--- src/rtl/cpu_axi_master.sv ---
// Single-beat AXI4 master bridging a simple core req/done port onto AR/R/AW/W/B.
// One transaction in flight; done/err/rdata are registered and presented the cycle after the response.
module cpu_axi_master #(
   parameter logic [3:0] MASTER_ID = 4'd0
) (
   input  logic        clk,
   input  logic        rst,
   // core side
   input  logic        req,
   input  logic        we,
   input  logic [31:0] addr,
   input  logic [31:0] wdata,
   input  logic [3:0]  wstrb,
   output logic        ready,
   output logic        done,
   output logic [31:0] rdata,
   output logic        err,
   // read address
   output logic [3:0]  ARID,
   output logic [31:0] ARADDR,
   output logic [3:0]  ARLEN,
   output logic [2:0]  ARSIZE,
   output logic [1:0]  ARBURST,
   output logic        ARVALID,
   input  logic        ARREADY,
   // read data
   input  logic [3:0]  RID,
   input  logic [31:0] RDATA,
   input  logic [1:0]  RRESP,
   input  logic        RLAST,
   input  logic        RVALID,
   output logic        RREADY,
   // write address
   output logic [3:0]  AWID,
   output logic [31:0] AWADDR,
   output logic [3:0]  AWLEN,
   output logic [2:0]  AWSIZE,
   output logic [1:0]  AWBURST,
   output logic        AWVALID,
   input  logic        AWREADY,
   // write data
   output logic [31:0] WDATA,
   output logic [3:0]  WSTRB,
   output logic        WLAST,
   output logic        WVALID,
   input  logic        WREADY,
   // write response
   input  logic [3:0]  BID,
   input  logic [1:0]  BRESP,
   input  logic        BVALID,
   output logic        BREADY
);

   typedef enum logic [2:0] {ST_IDLE, ST_RADDR, ST_RDATA, ST_WREQ, ST_WRESP} state_e;

   state_e      state_q, state_d;
   logic [31:0] addr_q, addr_d;
   logic [31:0] wdata_q, wdata_d;
   logic [3:0]  wstrb_q, wstrb_d;
   logic [31:0] rdata_q, rdata_d;
   logic        aw_done_q, aw_done_d;
   logic        w_done_q, w_done_d;
   logic        done_q, done_d;
   logic        err_q, err_d;
   logic        ar_hs, r_hs, aw_hs, w_hs, b_hs;
   logic        unused_rlast;

   // Single beat: RLAST carries no information.
   assign unused_rlast = RLAST;

   // All channel outputs come straight from flops, never from READY.
   assign ARID    = MASTER_ID;
   assign ARADDR  = addr_q;
   assign ARLEN   = 4'd0;
   assign ARSIZE  = 3'b010;
   assign ARBURST = 2'b01;
   assign ARVALID = (state_q == ST_RADDR);
   assign RREADY  = (state_q == ST_RDATA);

   assign AWID    = MASTER_ID;
   assign AWADDR  = addr_q;
   assign AWLEN   = 4'd0;
   assign AWSIZE  = 3'b010;
   assign AWBURST = 2'b01;
   assign AWVALID = (state_q == ST_WREQ) && !aw_done_q;
   assign WDATA   = wdata_q;
   assign WSTRB   = wstrb_q;
   assign WLAST   = 1'b1;
   assign WVALID  = (state_q == ST_WREQ) && !w_done_q;
   assign BREADY  = (state_q == ST_WRESP);

   // The done cycle is spent in IDLE with ready held low, forcing one idle gap.
   assign ready = (state_q == ST_IDLE) && !done_q;
   assign done  = done_q;
   assign err   = err_q;
   assign rdata = rdata_q;

   assign ar_hs = ARVALID && ARREADY;
   assign aw_hs = AWVALID && AWREADY;
   assign w_hs  = WVALID && WREADY;
   assign r_hs  = RREADY && RVALID && (RID == MASTER_ID);
   assign b_hs  = BREADY && BVALID && (BID == MASTER_ID);

   always_comb begin
      state_d   = state_q;
      addr_d    = addr_q;
      wdata_d   = wdata_q;
      wstrb_d   = wstrb_q;
      rdata_d   = rdata_q;
      aw_done_d = aw_done_q;
      w_done_d  = w_done_q;
      done_d    = 1'b0;
      err_d     = 1'b0;
      case (state_q)
         ST_IDLE: begin
            if (req && ready) begin
               addr_d  = addr;
               wdata_d = wdata;
               wstrb_d = wstrb;
               state_d = we ? ST_WREQ : ST_RADDR;
            end
         end
         ST_RADDR: begin
            if (ar_hs) state_d = ST_RDATA;
         end
         ST_RDATA: begin
            if (r_hs) begin
               rdata_d = RDATA;
               err_d   = RRESP[1];
               done_d  = 1'b1;
               state_d = ST_IDLE;
            end
         end
         ST_WREQ: begin
            // AW and W complete independently; leave once both are through.
            if ((aw_done_q || aw_hs) && (w_done_q || w_hs)) begin
               aw_done_d = 1'b0;
               w_done_d  = 1'b0;
               state_d   = ST_WRESP;
            end else begin
               aw_done_d = aw_done_q || aw_hs;
               w_done_d  = w_done_q || w_hs;
            end
         end
         ST_WRESP: begin
            if (b_hs) begin
               err_d   = BRESP[1];
               done_d  = 1'b1;
               state_d = ST_IDLE;
            end
         end
         default: state_d = ST_IDLE;
      endcase
   end

   always_ff @(posedge clk or negedge rst) begin
      if (!rst) begin
         state_q   <= ST_IDLE;
         addr_q    <= 32'h0;
         wdata_q   <= 32'h0;
         wstrb_q   <= 4'h0;
         rdata_q   <= 32'h0;
         aw_done_q <= 1'b0;
         w_done_q  <= 1'b0;
         done_q    <= 1'b0;
         err_q     <= 1'b0;
      end else begin
         state_q   <= state_d;
         addr_q    <= addr_d;
         wdata_q   <= wdata_d;
         wstrb_q   <= wstrb_d;
         rdata_q   <= rdata_d;
         aw_done_q <= aw_done_d;
         w_done_q  <= w_done_d;
         done_q    <= done_d;
         err_q     <= err_d;
      end
   end

endmodule

--- config.mk ---
export PLATFORM = sky130hd
export DESIGN_NAME = cpu_axi_master
export DESIGN_NICKNAME = d
export VERILOG_FILES = /design/src/rtl/cpu_axi_master.sv
export SDC_FILE = /design/constraint.sdc
export NUM_CORES = 1
export LEC_CHECK = 0
export CAP_MARGIN = 25
export CELL_PAD_IN_SITES_DETAIL_PLACEMENT = 1
export CELL_PAD_IN_SITES_GLOBAL_PLACEMENT = 2
export CORE_AREA = 3 3 118 177
export CTS_CLUSTER_DIAMETER = 100
export CTS_CLUSTER_SIZE = 28
export DETAILED_ROUTE_END_ITERATION = 6
export DIE_AREA = 0 0 121 180
export PLACE_DENSITY_LB_ADDON = 0.1
export RECOVER_POWER = 100
export SLEW_MARGIN = 20
export SYNTH_ARGS = -nofsm -noshare
export SYNTH_HDL_FRONTEND = slang
export SYNTH_SLANG_ARGS = --single-unit
--- constraint.sdc ---
create_clock -name clk -period 5.1 [get_ports clk]
set_clock_uncertainty 0.1 [all_clocks]
set_input_delay 0.51 -clock clk [delete_from_list [all_inputs] [get_ports clk]]
set_output_delay 0.51 -clock clk [all_outputs]
set_load 0.005 [all_outputs]
# == Word-level counts from Yosys, hierarchy flattened ==
# Cells that the tools add are included.
# op_classes
addsub,0
n_mul,0
div_mod_pow,0
order_cmp,0
n_eq_ne,9
n_shift,0
muxes,15
n_bitwise,0
n_reduce_logical,23
# op_table
operator,n
$mux 3,5
$pmux 3 s5,1
$logic_and 1x1->1,12
$ne 2x1->1 const B,5
$logic_not 4->1,2
$eq 3x2->1 const B,2
$mux 1,6
$reduce_and 5->1,1
$pmux 1 s2,2
$reduce_and 2->1,2
$eq 3x1->1 const B,1
$eq 3x3->1 const B,1
$logic_not 1->1,3
$logic_not 3->1,1
$logic_or 1x1->1,2
$mux 2,1
# totals
ff_bits,107
latchBits,0
ram_bits,0
mem_bits_ro,0
elab_cells,56
n_memories,0

# == Longest topological paths before layout ==
# depth
depth_word,7
mapped_depth,5

# == Worst setup path after synthesis ==
# No wires, ideal clock.
# synth_path
path_kind,input-to-reg
from,input RID[1]
to,"register rdata_q[10], in the netlist rdata[10]"
setup_ps,125
arrival_ps,1995
required_ps,4875
slack_ps,2880
cell_stages,5
n_path_buf,2
cell_sequence,or4b_1 > or3b_1 > buf_6 > buf_12 > mux2_4
# synth_between
elab_chain_cells,3
# synth_rtl
item,line_no,source
from (decl),27,"input logic [3:0] RID,"
$logic_not 4->1,101,assign r_hs = RREADY && RVALID && (RID == MASTER_ID);
$logic_and 1x1->1,101,
$reduce_and 2->1 (no source line),n/a,
to (signal assigned),172,rdata_q <= rdata_d;
to (decl),60,"logic [31:0] rdata_q, rdata_d;"
# No other way between the ends.
# A chain may end at the register's enable or synchronous reset.

# == Final worst setup path ==
# layout_path
from,register state_q[1]
to,"register wdata_q[0], in the netlist WDATA[0]"
# layout_between
elab_chain_cells,4
# layout_rtl
item,line_no,source
from (decl),56,"state_e state_q, state_d;"
from (signal assigned),168,state_q <= state_d;
$logic_not 3->1 *,"93, 114",
$logic_and 1x1->1,93,assign ready = (state_q == ST_IDLE) && !done_q;
$logic_and 1x1->1,116,if (req && ready) begin
$reduce_and 2->1 (no source line) *,n/a,
to (signal assigned),170,wdata_q <= wdata_d;
to (decl),58,"logic [31:0] wdata_q, wdata_d;"
# Mark *: on every way between the ends. The rest lies on a longest branch, timed or not.

==> results.py <==
metrics = {
    "clock_network": {
        "cts_resized": 0,
        "ctsHoldBuffers": 0,
        "cts_tree": "yes",
        "clock_latency_ns": 0.34,
        "cts_buffer_depth": 2,
        "numCtsBuffers": 9,
        "numClockSinks": 107,
        "path_clk_slew_ns": 0.08,
        "cts_htree_levels": 3,
        "post_cts_buffers": 0,
        "clockRootBuffer": "clkbuf_16",
    },
    "placement": {
        "portBuffers": 258,
        "place.gp.congestion": 0.732,
        "placedCellCount": 792,
        "dp_hpwl_um": 10700,
        "dpl_cell_area_um2": 7150,
    },
    "floorplan": {
        "design.core.area_um2": 19600,
        "rows": 63,
        "start_util": 0.238,
        "die_height_um": 180,
        "fp.dieW_um": 121,
        "dieArea_um2": 21800,
        "io_pins": 289,
    },
    "grt": {
        "grt_use_total": 0.127,
        "grt_max_degree": 63,
        "grt_pass1_wl_um": 21300,
        "grt_pass1_vias": 3603,
        "antenna_found_initial": 0,
        "grt.overflow.total": 0,
    },
    "status": {
        "failed_checks": "max-capacitance violations, max-slew violations",
        "status": "complete, but fails checks",
    },
    "route": {
        "dr.pass1.iters": 4,
        "wl_per_cell_um": 16.9,
        "ant_nets": 0,
        "drc": 0,
        "via_count": 3228,
        "vias_per_cell": 4.00,
        "drt_iter0_markers": 85,
        "totalWireLength_um": 13600,
    },
    "setup_path": {
        "start_kind": "flop",
        "required_ns": 5.22,
        "path_class": "flop to flop",
        "critPathCaptureType": "flop",
        "critPathArrivalTime_ns": 3.56,
        "critPathMaxFanout": 40,
    },
    "power_and_ir_drop": {
        "power_density_nw_per_um2": 536,
        "p_leak_nw": 3.24,
        "irDropWorstVdd_v": 0.000222,
        "p_total_mw": 3.92,
    },
    "sta": {
        "fmax_mhz": 291,
        "maxSlewHeadroom": -0.198,
        "min_period_over_period": 0.675,
        "rsz0062_at_grt": "false",
        "period_needed_ns": 3.44,
        "fin_setup_tns_ns": 0,
        "setup_violations": 0,
        "worst_pin_slew_ns": 1.80,
        "drv_slew": 32,
        "hold_ws_ns": 0.116,
        "hold_viol": 0,
    },
    "layout": {
        "fin_cells": 807,
        "design_area_um2": 7320,
        "final_common_cell": "dlygate4sd3_1",
        "drive_gt1_frac": 0.166,
        "final_cell_mix": "dlygate4sd3_1 (141), clkdlybuf4s50_1 (116), dfrtp_1 (107)",
        "area_delta_synth_final_pct": 56.6,
        "nets": 665,
        "diodes": 0,
    },
    "synthesis": {
        "yosysSeqAreaShare": 0.573,
        "synth_warnings": 0,
        "netlist_instances": 316,
        "avgSynthCellArea_um2": 14.8,
        "ys_seq_elements": 107,
        "syn_area_um2": 4670,
        "ys_types": 27,
    },
    "hold_path": {
        "min_path_type": "input port to asynchronous set/reset pin",
    },
    "job": {
        "max-cap-violations": 1,
    },
}
-- flip-flops by register name (all words and copies together) (netlist names) --
name	flops
ARADDR	32
WSTRB	4
state_q	3
w_done_q	1
WDATA	32
done	1
rdata	32
aw_done_q	1
err	1
-- synth_stat cells --
| master | n | area share |
|---|---|---|
| a21oi_1 | 3 | 0.0032 |
| a22oi_1 | 1 | 0.0016 |
| and3b_1 | 1 | 0.0019 |
| buf_1 | 5 | 0.0040 |
| buf_12 | 3 | 0.013 |
| buf_2 | 2 | 0.0021 |
| buf_4 | 59 | 0.095 |
| buf_6 | 1 | 0.0024 |
| conb_1 | 2 | 0.0016 |
| dfrtp_1 | 107 | 0.57 |
| inv_1 | 2 | 0.0016 |
| mux2_2 | 72 | 0.17 |
| mux2_4 | 28 | 0.090 |
| nand2_1 | 2 | 0.0016 |
| nand2b_1 | 1 | 0.0013 |
| nand3_1 | 3 | 0.0032 |
| nand3b_1 | 1 | 0.0016 |
| nand4_1 | 1 | 0.0013 |
| nor2_1 | 11 | 0.0088 |
| nor3b_1 | 2 | 0.0032 |
| nor3b_2 | 1 | 0.0027 |
| nor4_2 | 1 | 0.0027 |
| o21ai_0 | 2 | 0.0021 |
| o22ai_1 | 2 | 0.0027 |
| o2bb2ai_1 | 1 | 0.0019 |
| or3b_1 | 1 | 0.0019 |
| or4b_1 | 1 | 0.0021 |
-- power by group --
part / switching (mW) / internal (mW) / total (mW)
Clock: 0.324 / 0.381 / 0.704
Sequential: 0.225 / 1.26 / 1.49
Combinational: 0.584 / 1.15 / 1.73
-- worst max-delay path: stages (launching register included) --
cell and delay, ns:
dfrtp_1 0.45, nor4_1 0.49, nand2_1 0.92, clkbuf_2 0.85, mux2_2 0.50
-- through the flow --
stage | util | setup WS (ns)
after floorplan | - | 2.88
after global placement | 0.364 | 2.15
after detailed placement | 0.364 | 2.12
after CTS | 0.379 | 2.46
after global routing | 0.373 | 1.28
final | 0.373 | 1.66
-- layer usage --
metal,wire length (um),track usage,vias to the layer above
met3,1130,0.0378,5
li1,-,-,1453
met1,4780,0.136,1610
met4,162,0.0381,0
met5,0,0,-
met2,7540,0.234,160
-- cell type report --
| type | instances | area (um2) |
|---|---|---|
| multi-input combinational | 162 | 1420 |
| clock inverter | 6 | 65.1 |
| inverter | 2 | 7.51 |
| clock buffer | 9 | 225 |
| sequential | 107 | 2680 |
| tap | 260 | 325 |
| fill | 2089 | 12300 |
| timing repair buffer | 261 | 2600 |
-- kinds of logic (layout without fill, tap and decap cells) --
group	after synthesis	in the layout	share of synthesized area
compound gates	9	9	0.0115
mux	100	100	0.264
flops	107	107	0.573
other cells	2	27	0.00161
buf+inv	72	278	0.118
simple gates	26	26	0.0324
-- worst paths after layout --
| check | startpoint | endpoint | slack [ns] | depth (start not counted) |
|---|---|---|---|---|
| max | state_q[1] | WDATA[0] | 1.66 | 4 |
| min | rst | ARADDR[14] | 0.12 | 1 |
| max reg2reg | state_q[1] | WDATA[0] | 1.66 | 4 |
| min reg2reg | rdata[8] | rdata[8] | 0.39 | 1 |
| max in group asynchronous | rst | rdata[19] | 3.58 | 2 |
| min in group clk | rdata[8] | rdata[8] | 0.39 | 1 |
No activity file was read; power rests on OpenSTA's default activity.
